===== src/rtl/det3x3_seq_pkg.sv =====
// det3x3_seq_pkg: shared definitions for the 3x3 determinant sequencer.
//   - FSM state encoding (IDLE, M0, M1, M2, P2)
//   - mode encoding (3x3 cofactor expansion vs. direct 2x2)
//   - element indices used to pick minor operands out of the latched
//     row-major matrix e0..e8
package det3x3_seq_pkg;

  typedef enum logic [2:0] {
    ST_IDLE = 3'd0,
    ST_M0   = 3'd1,
    ST_M1   = 3'd2,
    ST_M2   = 3'd3,
    ST_P2   = 3'd4
  } state_e;

  localparam logic MODE_3X3 = 1'b0;
  localparam logic MODE_2X2 = 1'b1;

  // Row-major element positions: row r, column c -> 3*r + c.
  localparam int unsigned E0 = 32'd0;
  localparam int unsigned E1 = 32'd1;
  localparam int unsigned E2 = 32'd2;
  localparam int unsigned E3 = 32'd3;
  localparam int unsigned E4 = 32'd4;
  localparam int unsigned E5 = 32'd5;
  localparam int unsigned E6 = 32'd6;
  localparam int unsigned E7 = 32'd7;
  localparam int unsigned E8 = 32'd8;

endpackage


===== src/rtl/det3x3_seq.sv =====
// det3x3_seq: sequences a 3x3 determinant (mod 2^W) through one shared
// external 2x2 determinant unit using cofactor expansion along row 0:
//   det = e0*|e4 e5;e7 e8| - e1*|e3 e5;e6 e8| + e2*|e3 e4;e6 e7|
// One minor is issued per cycle (M0, M1, M2). Mode 1 runs a single pass
// (P2) returning |e0 e1;e3 e4|.
// Ports:
//   clk, rst_n           : clock (rising edge), async active-low reset
//   start, mode, mat     : request; sampled together, only while idle
//   m2_a..m2_d           : operands presented to the shared 2x2 unit
//   m2_res               : combinational result from the 2x2 unit
//   busy                 : operation in flight (state-decoded)
//   done                 : one-cycle completion pulse (registered)
//   result               : determinant, held until the next completion
module det3x3_seq
  import det3x3_seq_pkg::*;
#(
  parameter int W = 8
) (
  input  logic           clk,
  input  logic           rst_n,
  input  logic           start,
  input  logic           mode,
  input  logic [9*W-1:0] mat,
  output logic [W-1:0]   m2_a,
  output logic [W-1:0]   m2_b,
  output logic [W-1:0]   m2_c,
  output logic [W-1:0]   m2_d,
  input  logic [W-1:0]   m2_res,
  output logic           busy,
  output logic           done,
  output logic [W-1:0]   result
);

  state_e         state_q;
  logic [9*W-1:0] mat_q;
  logic [W-1:0]   acc_q;
  logic [W-1:0]   result_q;
  logic           done_q;

  logic [W-1:0]   e_s [9];
  logic [W-1:0]   weight_s;
  logic [W-1:0]   prod_s;

  // Unpack the latched matrix into individual elements.
  for (genvar gi = 0; gi < 9; gi++) begin : g_elem
    assign e_s[gi] = mat_q[W*gi +: W];
  end

  // Minor operand and row-0 weight selection for the current state.
  always_comb begin
    m2_a     = '0;
    m2_b     = '0;
    m2_c     = '0;
    m2_d     = '0;
    weight_s = '0;
    case (state_q)
      ST_M0: begin
        m2_a     = e_s[E4];
        m2_b     = e_s[E5];
        m2_c     = e_s[E7];
        m2_d     = e_s[E8];
        weight_s = e_s[E0];
      end
      ST_M1: begin
        m2_a     = e_s[E3];
        m2_b     = e_s[E5];
        m2_c     = e_s[E6];
        m2_d     = e_s[E8];
        weight_s = e_s[E1];
      end
      ST_M2: begin
        m2_a     = e_s[E3];
        m2_b     = e_s[E4];
        m2_c     = e_s[E6];
        m2_d     = e_s[E7];
        weight_s = e_s[E2];
      end
      ST_P2: begin
        m2_a     = e_s[E0];
        m2_b     = e_s[E1];
        m2_c     = e_s[E3];
        m2_d     = e_s[E4];
        weight_s = '0;
      end
      default: begin
        m2_a     = '0;
        m2_b     = '0;
        m2_c     = '0;
        m2_d     = '0;
        weight_s = '0;
      end
    endcase
  end

  // Weighted minor, truncated to W bits (the upper product half is dropped).
  assign prod_s = weight_s * m2_res;

  // Sequencer FSM: latches the request, accumulates signed cofactor terms,
  // and registers result/done on the final step.
  always_ff @(posedge clk or negedge rst_n) begin
    if (!rst_n) begin
      state_q  <= ST_IDLE;
      mat_q    <= '0;
      acc_q    <= '0;
      result_q <= '0;
      done_q   <= 1'b0;
    end else begin
      done_q <= 1'b0;
      case (state_q)
        ST_IDLE: begin
          if (start) begin
            mat_q   <= mat;
            state_q <= (mode == MODE_2X2) ? ST_P2 : ST_M0;
          end else begin
            state_q <= ST_IDLE;
          end
        end
        ST_M0: begin
          acc_q   <= prod_s;
          state_q <= ST_M1;
        end
        ST_M1: begin
          // Middle cofactor carries a negative sign.
          acc_q   <= acc_q - prod_s;
          state_q <= ST_M2;
        end
        ST_M2: begin
          result_q <= acc_q + prod_s;
          done_q   <= 1'b1;
          state_q  <= ST_IDLE;
        end
        ST_P2: begin
          result_q <= m2_res;
          done_q   <= 1'b1;
          state_q  <= ST_IDLE;
        end
        default: begin
          state_q <= ST_IDLE;
        end
      endcase
    end
  end

  // busy is decoded from the state register only, so start cannot reach it.
  assign busy   = (state_q != ST_IDLE);
  assign done   = done_q;
  assign result = result_q;

endmodule


===== config.mk =====
export PLATFORM = sky130hd
export DESIGN_NAME = det3x3_seq
export DESIGN_NICKNAME = d
export VERILOG_FILES = /design/src/rtl/det3x3_seq_pkg.sv /design/src/rtl/det3x3_seq.sv
export SDC_FILE = /design/constraint.sdc
export NUM_CORES = 1
export LEC_CHECK = 0
export BUFFER_PORTS_ARGS = -buffer_cell sky130_fd_sc_hd__buf_2
export CAP_MARGIN = 20
export CORE_UTILIZATION = 56
export CTS_CLUSTER_DIAMETER = 30
export CTS_CLUSTER_SIZE = 28
export DETAILED_ROUTE_END_ITERATION = 10
export GPL_TIMING_DRIVEN = 1
export PLACE_DENSITY = 0.87
export SLEW_MARGIN = 15
export SYNTH_ARGS = -nofsm -noshare
export SYNTH_HDL_FRONTEND = slang
export SYNTH_SLANG_ARGS = --single-unit

===== constraint.sdc =====
create_clock -name clk -period 5.96 [get_ports clk]
set_input_delay 0.298 -clock clk [delete_from_list [all_inputs] [get_ports clk]]
set_output_delay 0.298 -clock clk [all_outputs]
set_load 0.05 [all_outputs]

==> flow_summary.toml, run 1 <==
[synth]
synth-compound-area-share = 0.133
synth_top_area_frac = 0.382
synth.avg_cell_area_um2 = 10.4
synth_area_leaders = "dfrtp_1, mux2_2, ha_1, a22oi_1, fa_1"
ys_seq_elements = 92
netlist_area_um2 = 6020
synth_top_family_by_area = "multiplexers"
synth_fa_ha_area_frac = 0.109
synth_edf_count = 0
ys.flop_type = "dfrtp_1"
synth.area.mux_share = 0.176
synth.yosys.warnings = 0
syn_inst = 581
synth_cell_types = 43
yosysSeqAreaShare = 0.382
synth-simple-area-share = 0.107
async_reset_ff_frac = 1.00
synth_xor_xnor_area_share = 0.0428
yosys.area.top_type = "dfrtp_1"
synth_fp_nets = 709

[die]
design.core.area_um2 = 10400
dieHeight_um = 106
die_w_um = 106
ioPinCount = 126
dieArea_um2 = 11200
rows = 37
start_util = 0.581

[sta]
slew_headroom = 0.472
worst_pin_slew_ns = 0.792
tns_ns = 0
fin_crit_sh = 0.922
setup_viol = 0
rsz0062_at_grt = "false"
max_freq_mhz = 182
fin_crit_ns = 5.50
report.final.slew_viol_count = 0
setup_ws_ns = 0.464
fin_worst_skew_ns = 0.0109
finalHoldViolations = 0

[final_layout]
regArea_um2 = 2300
area_growth_pct = 15.2
diodes = 0
final_nets = 818
drive_above_1_share = 0.359
fill_cells = 841
multiInputGateArea_um2 = 3430

[detailed_routing]
drcViolationCount = 0
routedWlPerCell_um = 18.2
antenna_left = 0
first_pass_iters = 5
drt_iter0_drc = 343
routed_wl_mm = 15.1
vias = 4952
viasPerCell = 5.97

[min_path]
hold_path_class = "input port to register"

[placed_design]
post-place-ws_ns = 0.529
routabilityCongestion = 0.875
post-dp-hpwl_mm = 11.4
io_buffer_count = 125

[grt]
gr-usage-met2 = 0.465
grt.met3_usage = 0.0489
grt-ovfl-total = 0
grt_pass1_wl_mm = 24.7
grt_use_met1 = 0.362
antenna_found_initial = 0
grt_max_degree = 67
grt-busiest-layer = "met2"
grt_use_total = 0.284
grt_pass1_vias = 5132

[critical_path]
critPathRequiredTime_ns = 6.21
critical-path-top-delay-family = "adder cells"
arrival_ns = 5.74
worst_path_most_repeated_cell = "fa_1"
critPathMaxFanout = 14
max_stage_delay_ns = 0.55
criticalPathCategory = "register to register"
end_kind = "register"
cp.buffers_inverters = 1
path_cells = "nor2b_2 -> a22oi_1 -> nor2_1 -> nand2_1 -> fa_1 -> fa_1 -> inv_1 -> fa_1 -> fa_1 -> ha_1 -> xnor2_1 -> ha_1 -> o22ai_1 -> a21oi_1 -> nor3b_1 -> o211ai_1 -> o211ai_1"
critPathLaunchType = "register"
slowest_stage = "fa_1"

[clock_network]
tritoncts = "yes"
cts-root-buf = "clkbuf_8"
worstSkewPairLatency_ns = 0.38
clock_sinks = 92
cts_made_buffers = 9
cts_resized = 0
cts.reportedPaths.clkPinSlew_ns = 0.10
post-cts-setup-buffers = 0
cts_htree_levels = 3
hold_buffers = 1
cts.path.max_buffers = 2

[status]
status = "complete, no violations"

[job]
drv_cap = 0
==> layout by cell type (no fill, tap or decap), drive strengths merged, types with 2 or more instances in the layout <==
cell / n
a21o: 3
a21oi: 11
a221o: 3
a22o: 3
a22oi: 43
a31oi: 3
a32oi: 4
and2: 17
and3b: 4
buf: 134
clkbuf: 9
clkinv: 2
dfrtp: 92
fa: 14
ha: 30
inv: 38
mux2: 93
nand2: 54
nand2b: 3
nand3b: 2
nor2: 24
nor2b: 14
nor3: 9
nor3b: 3
o211ai: 2
o21ai: 26
o21bai: 3
o22ai: 16
xnor2: 18
xor2: 8
==> kinds of logic after synthesis <==
kind of cell | after synthesis
simple gates | 133
compound gates | 120
mux | 93
flops | 92
buf+inv | 72
fa+ha+maj | 44
xor+xnor | 27
==> path summary, 6_finish.rpt <==
kind                                  startpoint                     to  slack [ns]  cells after the start
max                         state_q[1]$_DFF_PN0_   acc_q[7]$_DFFE_PN0N_        0.46                     17
min                                      mat[15]  mat_q[15]$_DFFE_PN0P_        0.14                      2
max reg2reg                 state_q[1]$_DFF_PN0_   acc_q[7]$_DFFE_PN0N_        0.46                     17
min reg2reg                result[3]$_DFFE_PN0P_  result[3]$_DFFE_PN0P_        0.52                      2
max in group asynchronous                  rst_n   state_q[1]$_DFF_PN0_        4.45                      3
min in group asynchronous                  rst_n  mat_q[24]$_DFFE_PN0P_        0.39                      2
==> final cells by class <==
class / count / share of cell area
Clock inverter: 6 / 0.0105
Multi-Input combinational cell: 417 / 0.495
Tap cell: 136 / 0.0245
Sequential cell: 92 / 0.332
Timing Repair Buffer: 135 / 0.102
Clock buffer: 9 / 0.0179
Inverter: 35 / 0.0189
==> routing by layer <==
| layer | share of wire | wire length, um |
|---|---|---|
| met3 | 0.068 | 1030 |
| met4 | 0.029 | 437 |
| met5 | 0 | 0 |
| met2 | 0.49 | 7420 |
| met1 | 0.41 | 6230 |
==> synth_stat cells (2+ instances only) <==
cell type / count
a21o_1: 3
a21oi_1: 11
a221o_1: 3
a22o_1: 3
a22oi_1: 43
a31oi_1: 3
a32oi_1: 4
and2_1: 16
and3b_1: 4
buf_1: 3
buf_2: 9
buf_4: 2
buf_6: 2
clkbuf_1: 21
dfrtp_1: 92
fa_1: 14
ha_1: 30
inv_1: 35
mux2_2: 90
mux2_4: 3
nand2_1: 54
nand2b_1: 3
nand3b_1: 2
nor2_1: 24
nor2b_1: 14
nor3_1: 9
nor3b_1: 3
o211ai_1: 2
o21ai_0: 25
o21bai_1: 3
o22ai_1: 16
xnor2_1: 17
xor2_1: 8
==> metrics by stage <==
| stage | cell area, um^2 | util | hold WS, ns | std cells |
|---|---|---|---|---|
| after detailed placement | 6730 | 0.649 | 0.259 | 814 |
| after CTS | 6940 | 0.669 | 0.133 | 830 |
| after global placement | 6730 | 0.649 | 0.255 | 814 |
| final | 6940 | 0.669 | 0.142 | 830 |
| after global routing | 6940 | 0.669 | 0.141 | 830 |
| after floorplan | 6020 | - | 0.00241 | 581 |
==> sequential cells by signal, indices dropped and copies added, names as in the netlist <==
register  count
mat_q        72
done          1
state_q       3
result        8
acc_q         8
Power of run 1 is not shown: default switching activity piles up to over one toggle a cycle in this logic, so the estimate is an artifact.
==> run 2: changes to the inputs <==
==> constraint.sdc (replaced) <==
create_clock -name clk -period 6.2 [get_ports clk]
set_input_delay 0.31 -clock clk [delete_from_list [all_inputs] [get_ports clk]]
set_output_delay 0.31 -clock clk [all_outputs]
set_load 0.05 [all_outputs]
==> flow_summary.toml, run 2 (same netlist as run 1, synthesis figures left out) <==
[sta]
rsz0062_at_grt = "false"
tns_ns = 0
slew_headroom = 0.478
fin_crit_sh = 0.884
report.final.slew_viol_count = 0
fin_worst_skew_ns = 0.0113
max_freq_mhz = 182
setup_viol = 0
finalHoldViolations = 0
fin_crit_ns = 5.48
worst_pin_slew_ns = 0.783

[detailed_routing]
antenna_left = 0
first_pass_iters = 5
viasPerCell = 5.91
routed_wl_mm = 15.6
drt_iter0_drc = 352
drcViolationCount = 0
vias = 4909
routedWlPerCell_um = 18.9

[critical_path]
end_kind = "register"
critPathLaunch = "state_q[0]$_DFF_PN0_"
critPathMaxFanout = 29
r2r-start = "state_q[0]$_DFF_PN0_"
criticalPathCategory = "register to register"
reg2reg_to = "acc_q[7]$_DFFE_PN0N_"
rr_worst_depth = 20
rrSetupSlack_ns = 0.72
arrival_ns = 5.75
critPathLaunchType = "register"
critPathRequiredTime_ns = 6.47

[clock_network]
cts-root-buf = "clkbuf_8"
cts_resized = 0
worstSkewPairLatency_ns = 0.38
cts.path.max_buffers = 2
clock_sinks = 92
tritoncts = "yes"
cts.reportedPaths.clkPinSlew_ns = 0.10
cts_made_buffers = 9
post-cts-setup-buffers = 0
cts_htree_levels = 3

[final_layout]
final_nets = 818
drive_above_1_share = 0.356
largest_reg_flops = 72
final_cell_mix = "buf_2, dfrtp_1, mux2_2"
largest-register = "mat_q"
final_common_cell = "buf_2"
area_growth_pct = 15.0
diodes = 0

[min_path]
min_to = "mat_q[70]$_DFFE_PN0P_"
hold_start = "mat[70]"
hold_path_class = "input port to register"
hold_depth = 2

[die]
ioPinCount = 126
dieArea_um2 = 11200
dieHeight_um = 106
rows = 37
design.core.area_um2 = 10400
start_util = 0.581
die_w_um = 106

[job]
drv_cap = 0

[placed_design]
routabilityCongestion = 0.897
post-dp-hpwl_mm = 11.8
io_buffer_count = 125

[status]
status = "complete, no violations"

[grt]
grt_pass1_wl_mm = 25.4
grt_use_total = 0.297
grt_pass1_vias = 5098
antenna_found_initial = 0
grt_max_degree = 67
grt-ovfl-total = 0
[run 2: cell count changes in the layout (fill, tap and decap cells not counted), sizes merged]
| cell | change |
|---|---|
| clkbuf | +1 |
| inv | -1 |
[run 2: what timing repair did]
action                                  CTS  global route
hold buffers                              1             0
endpoints found under the setup margin    0             0
endpoints found under the hold margin    31             0
[run 2: how the worst max path moves through the flow]
stage                           endpoint  depth (start not counted)
finish              acc_q[7]$_DFFE_PN0N_                         20
global route        acc_q[7]$_DFFE_PN0N_                         17
CTS                 acc_q[7]$_DFFE_PN0N_                         20
detailed placement  acc_q[7]$_DFFE_PN0N_                         20
global placement    acc_q[7]$_DFFE_PN0N_                         18
floorplan           acc_q[7]$_DFFE_PN0N_                         20
[run 2: final cells by class]
cell class	count	area [um^2]
clock inverter	5	61.3
multi-input combinational	417	3430
fill	835	3440
inverter	35	131
tap	136	170
sequential	92	2300
timing repair buffer	135	706
clock buffer	10	128
[run 2: through the flow]
stage,hold slack [ns],instance area (um^2),std cells,util,worst slack [ns]
2_1_floorplan,0.0144,6020,581,-,1.36
3_3_place_gp,0.259,6730,814,0.649,0.981
3_5_place_dp,0.260,6730,814,0.649,0.781
4_1_cts,0.146,6930,830,0.668,0.764
5_1_grt,0.152,6930,830,0.668,0.324
6_report,0.153,6930,830,0.668,0.718
[run 2: critical path, stage by stage (launching register included)]
cell      delay (ns)
dfrtp_1         0.36
buf_4           0.36
mux2_4          0.34
a22oi_1         0.21
nor2_1          0.14
and2_1          0.20
fa_1            0.45
fa_1            0.49
ha_1            0.29
inv_1           0.05
fa_1            0.53
inv_1           0.04
ha_1            0.33
a21oi_1         0.09
xnor2_1         0.32
ha_1            0.34
o22ai_1         0.20
a21oi_1         0.11
nor3b_1         0.18
o211ai_1        0.20
o211ai_1        0.10
[run 2: per-layer routing]
metal	track usage	wire, um	part of all wire	vias to the layer above
li1	-	-	-	2249
met1	0.377	6420	0.41	2392
met2	0.499	7700	0.49	234
met3	0.0464	986	0.063	34
met4	0.140	532	0.034	0
met5	0	0	0	-
Power of run 2 is left out for the same reason.
==> run 3: changes to the inputs <==
--- a/config.mk
+++ b/config.mk
@@ -7,12 +7,12 @@
 export LEC_CHECK = 0
 export BUFFER_PORTS_ARGS = -buffer_cell sky130_fd_sc_hd__buf_2
 export CAP_MARGIN = 20
-export CORE_UTILIZATION = 56
+export CORE_UTILIZATION = 30
 export CTS_CLUSTER_DIAMETER = 30
 export CTS_CLUSTER_SIZE = 28
 export DETAILED_ROUTE_END_ITERATION = 10
 export GPL_TIMING_DRIVEN = 1
-export PLACE_DENSITY = 0.87
+export PLACE_DENSITY = 0.55
 export SLEW_MARGIN = 15
 export SYNTH_ARGS = -nofsm -noshare
 export SYNTH_HDL_FRONTEND = slang
==> flow_summary.toml, run 3 (same netlist as run 1, synthesis figures left out) <==
[status]
status = "complete, no violations"

[critical_path]
critPathLaunchType = "register"
arrival_ns = 5.64
end_kind = "register"
critPathMaxFanout = 24
rr_worst_depth = 18
critPathRequiredTime_ns = 6.42
criticalPathCategory = "register to register"

[clock_network]
worstSkewPairLatency_ns = 0.35
cts_made_buffers = 9
cts-root-buf = "clkbuf_16"
post-cts-setup-buffers = 0
cts.path.max_buffers = 2
hold_buffers = 1
tritoncts = "yes"
cts.reportedPaths.clkPinSlew_ns = 0.07
cts_resized = 0
cts_htree_levels = 3
clock_sinks = 92

[sta]
finalHoldViolations = 0
fin_crit_ns = 5.42
setup_ws_ns = 0.781
fin_crit_sh = 0.874
fin_worst_skew_ns = 0.00654
tns_ns = 0
max_freq_mhz = 185
setup_viol = 0
report.final.slew_viol_count = 0
rsz0062_at_grt = "false"
worst_pin_slew_ns = 0.848
slew_headroom = 0.435
hold-worst-slack_ns = 0.186

[die]
dieHeight_um = 144
die_w_um = 144
start_util = 0.307
rows = 51
design.core.area_um2 = 19600
ioPinCount = 126
dieArea_um2 = 20600

[final_layout]
final_common_cell = "buf_2"
final_cell_mix = "buf_2, mux2_2, dfrtp_1"
drive_above_1_share = 0.359
fill_cells = 2011
regArea_um2 = 2300
largest-register = "mat_q"
area_growth_pct = 19.8
final_nets = 820
stdcell_area_um2 = 7210
multiInputGateArea_um2 = 3430
largest_reg_flops = 72

[grt]
grt_use_total = 0.173
grt-ovfl-total = 0
grt_pass1_wl_mm = 26.9
antenna_found_initial = 1
grt_max_degree = 65
grt_pass1_vias = 4858

[detailed_routing]
routedWlPerCell_um = 17.4
drt_iter0_drc = 233
wl_met2_mm = 7.93
routed_wl_mm = 16.7
vias = 4717
top_layer = "met4"
antenna_left = 0
viasPerCell = 4.90
first_pass_iters = 4
routed-wl-met3_mm = 1.09
wl_met1_mm = 7.58
drcViolationCount = 0

[placed_design]
placed_area_um2 = 6910
io_buffer_count = 125
post-place-ws_ns = 0.822
routabilityCongestion = 0.846
post-dp-hpwl_mm = 12.6

[min_path]
hold_depth = 2
hold_path_class = "input port to register"

[job]
drv_cap = 0
-- run 3: cell types whose count changed in the layout (fill, tap and decap cells not counted) --
cell / delta
clkbuf_16: +9
clkbuf_8: -9
buf_4: +2
clkbuf_1: +1
clkinv_4: +1
dfrtp_1: -1
dfrtp_2: +1
diode_2: +1
inv_6: -1
-- run 3: final cells by class --
class | instances | share of cell area
antenna | 1 | 0.000347
clock buffer | 11 | 0.0323
clock inverter | 5 | 0.00850
inverter | 35 | 0.0182
multi-input combinational | 417 | 0.475
sequential | 92 | 0.319
tap | 265 | 0.0460
timing repair buffer | 137 | 0.0999
-- run 3: critical path, stage by stage (launching register included) --
cell,delay (ns)
dfrtp_1,0.49
nor2b_2,0.21
buf_4,0.30
a22oi_1,0.16
nor2_1,0.25
nand2_1,0.12
fa_1,0.43
fa_1,0.55
inv_1,0.05
fa_1,0.46
fa_1,0.50
ha_1,0.34
xnor2_1,0.34
ha_1,0.34
o22ai_1,0.17
a21oi_1,0.10
nor3b_1,0.17
o211ai_1,0.20
o211ai_1,0.11
-- run 3: worst paths after layout --
| check | end | slack, ns | startpoint |
|---|---|---|---|
| worst max-delay path | acc_q[7]$_DFFE_PN0N_ | 0.78 | state_q[0]$_DFF_PN0_ |
| worst min-delay path | mat_q[51]$_DFFE_PN0P_ | 0.19 | mat[51] |
| worst max register to register | acc_q[7]$_DFFE_PN0N_ | 0.78 | state_q[0]$_DFF_PN0_ |
| worst min register to register | mat_q[51]$_DFFE_PN0P_ | 0.51 | mat_q[51]$_DFFE_PN0P_ |
| max in group asynchronous | state_q[2]$_DFF_PN0_ | 4.49 | rst_n |
| min in group asynchronous | result[5]$_DFFE_PN0P_ | 0.45 | rst_n |
-- run 3: stage by stage --
| stage | utilization | std cells |
|---|---|---|
| floorplan | - | 581 |
| global placement | 0.353 | 945 |
| detailed placement | 0.353 | 945 |
| CTS | 0.368 | 962 |
| global route | 0.368 | 962 |
| finish | 0.368 | 963 |
-- run 3: metal layers --
| layer | vias to the layer above | track usage |
|---|---|---|
| li1 | 2274 | - |
| met1 | 2314 | 0.226 |
| met2 | 123 | 0.280 |
| met3 | 6 | 0.0477 |
| met4 | 0 | 0.0437 |
| met5 | - | 0 |
Power of run 3 is left out for the same reason.
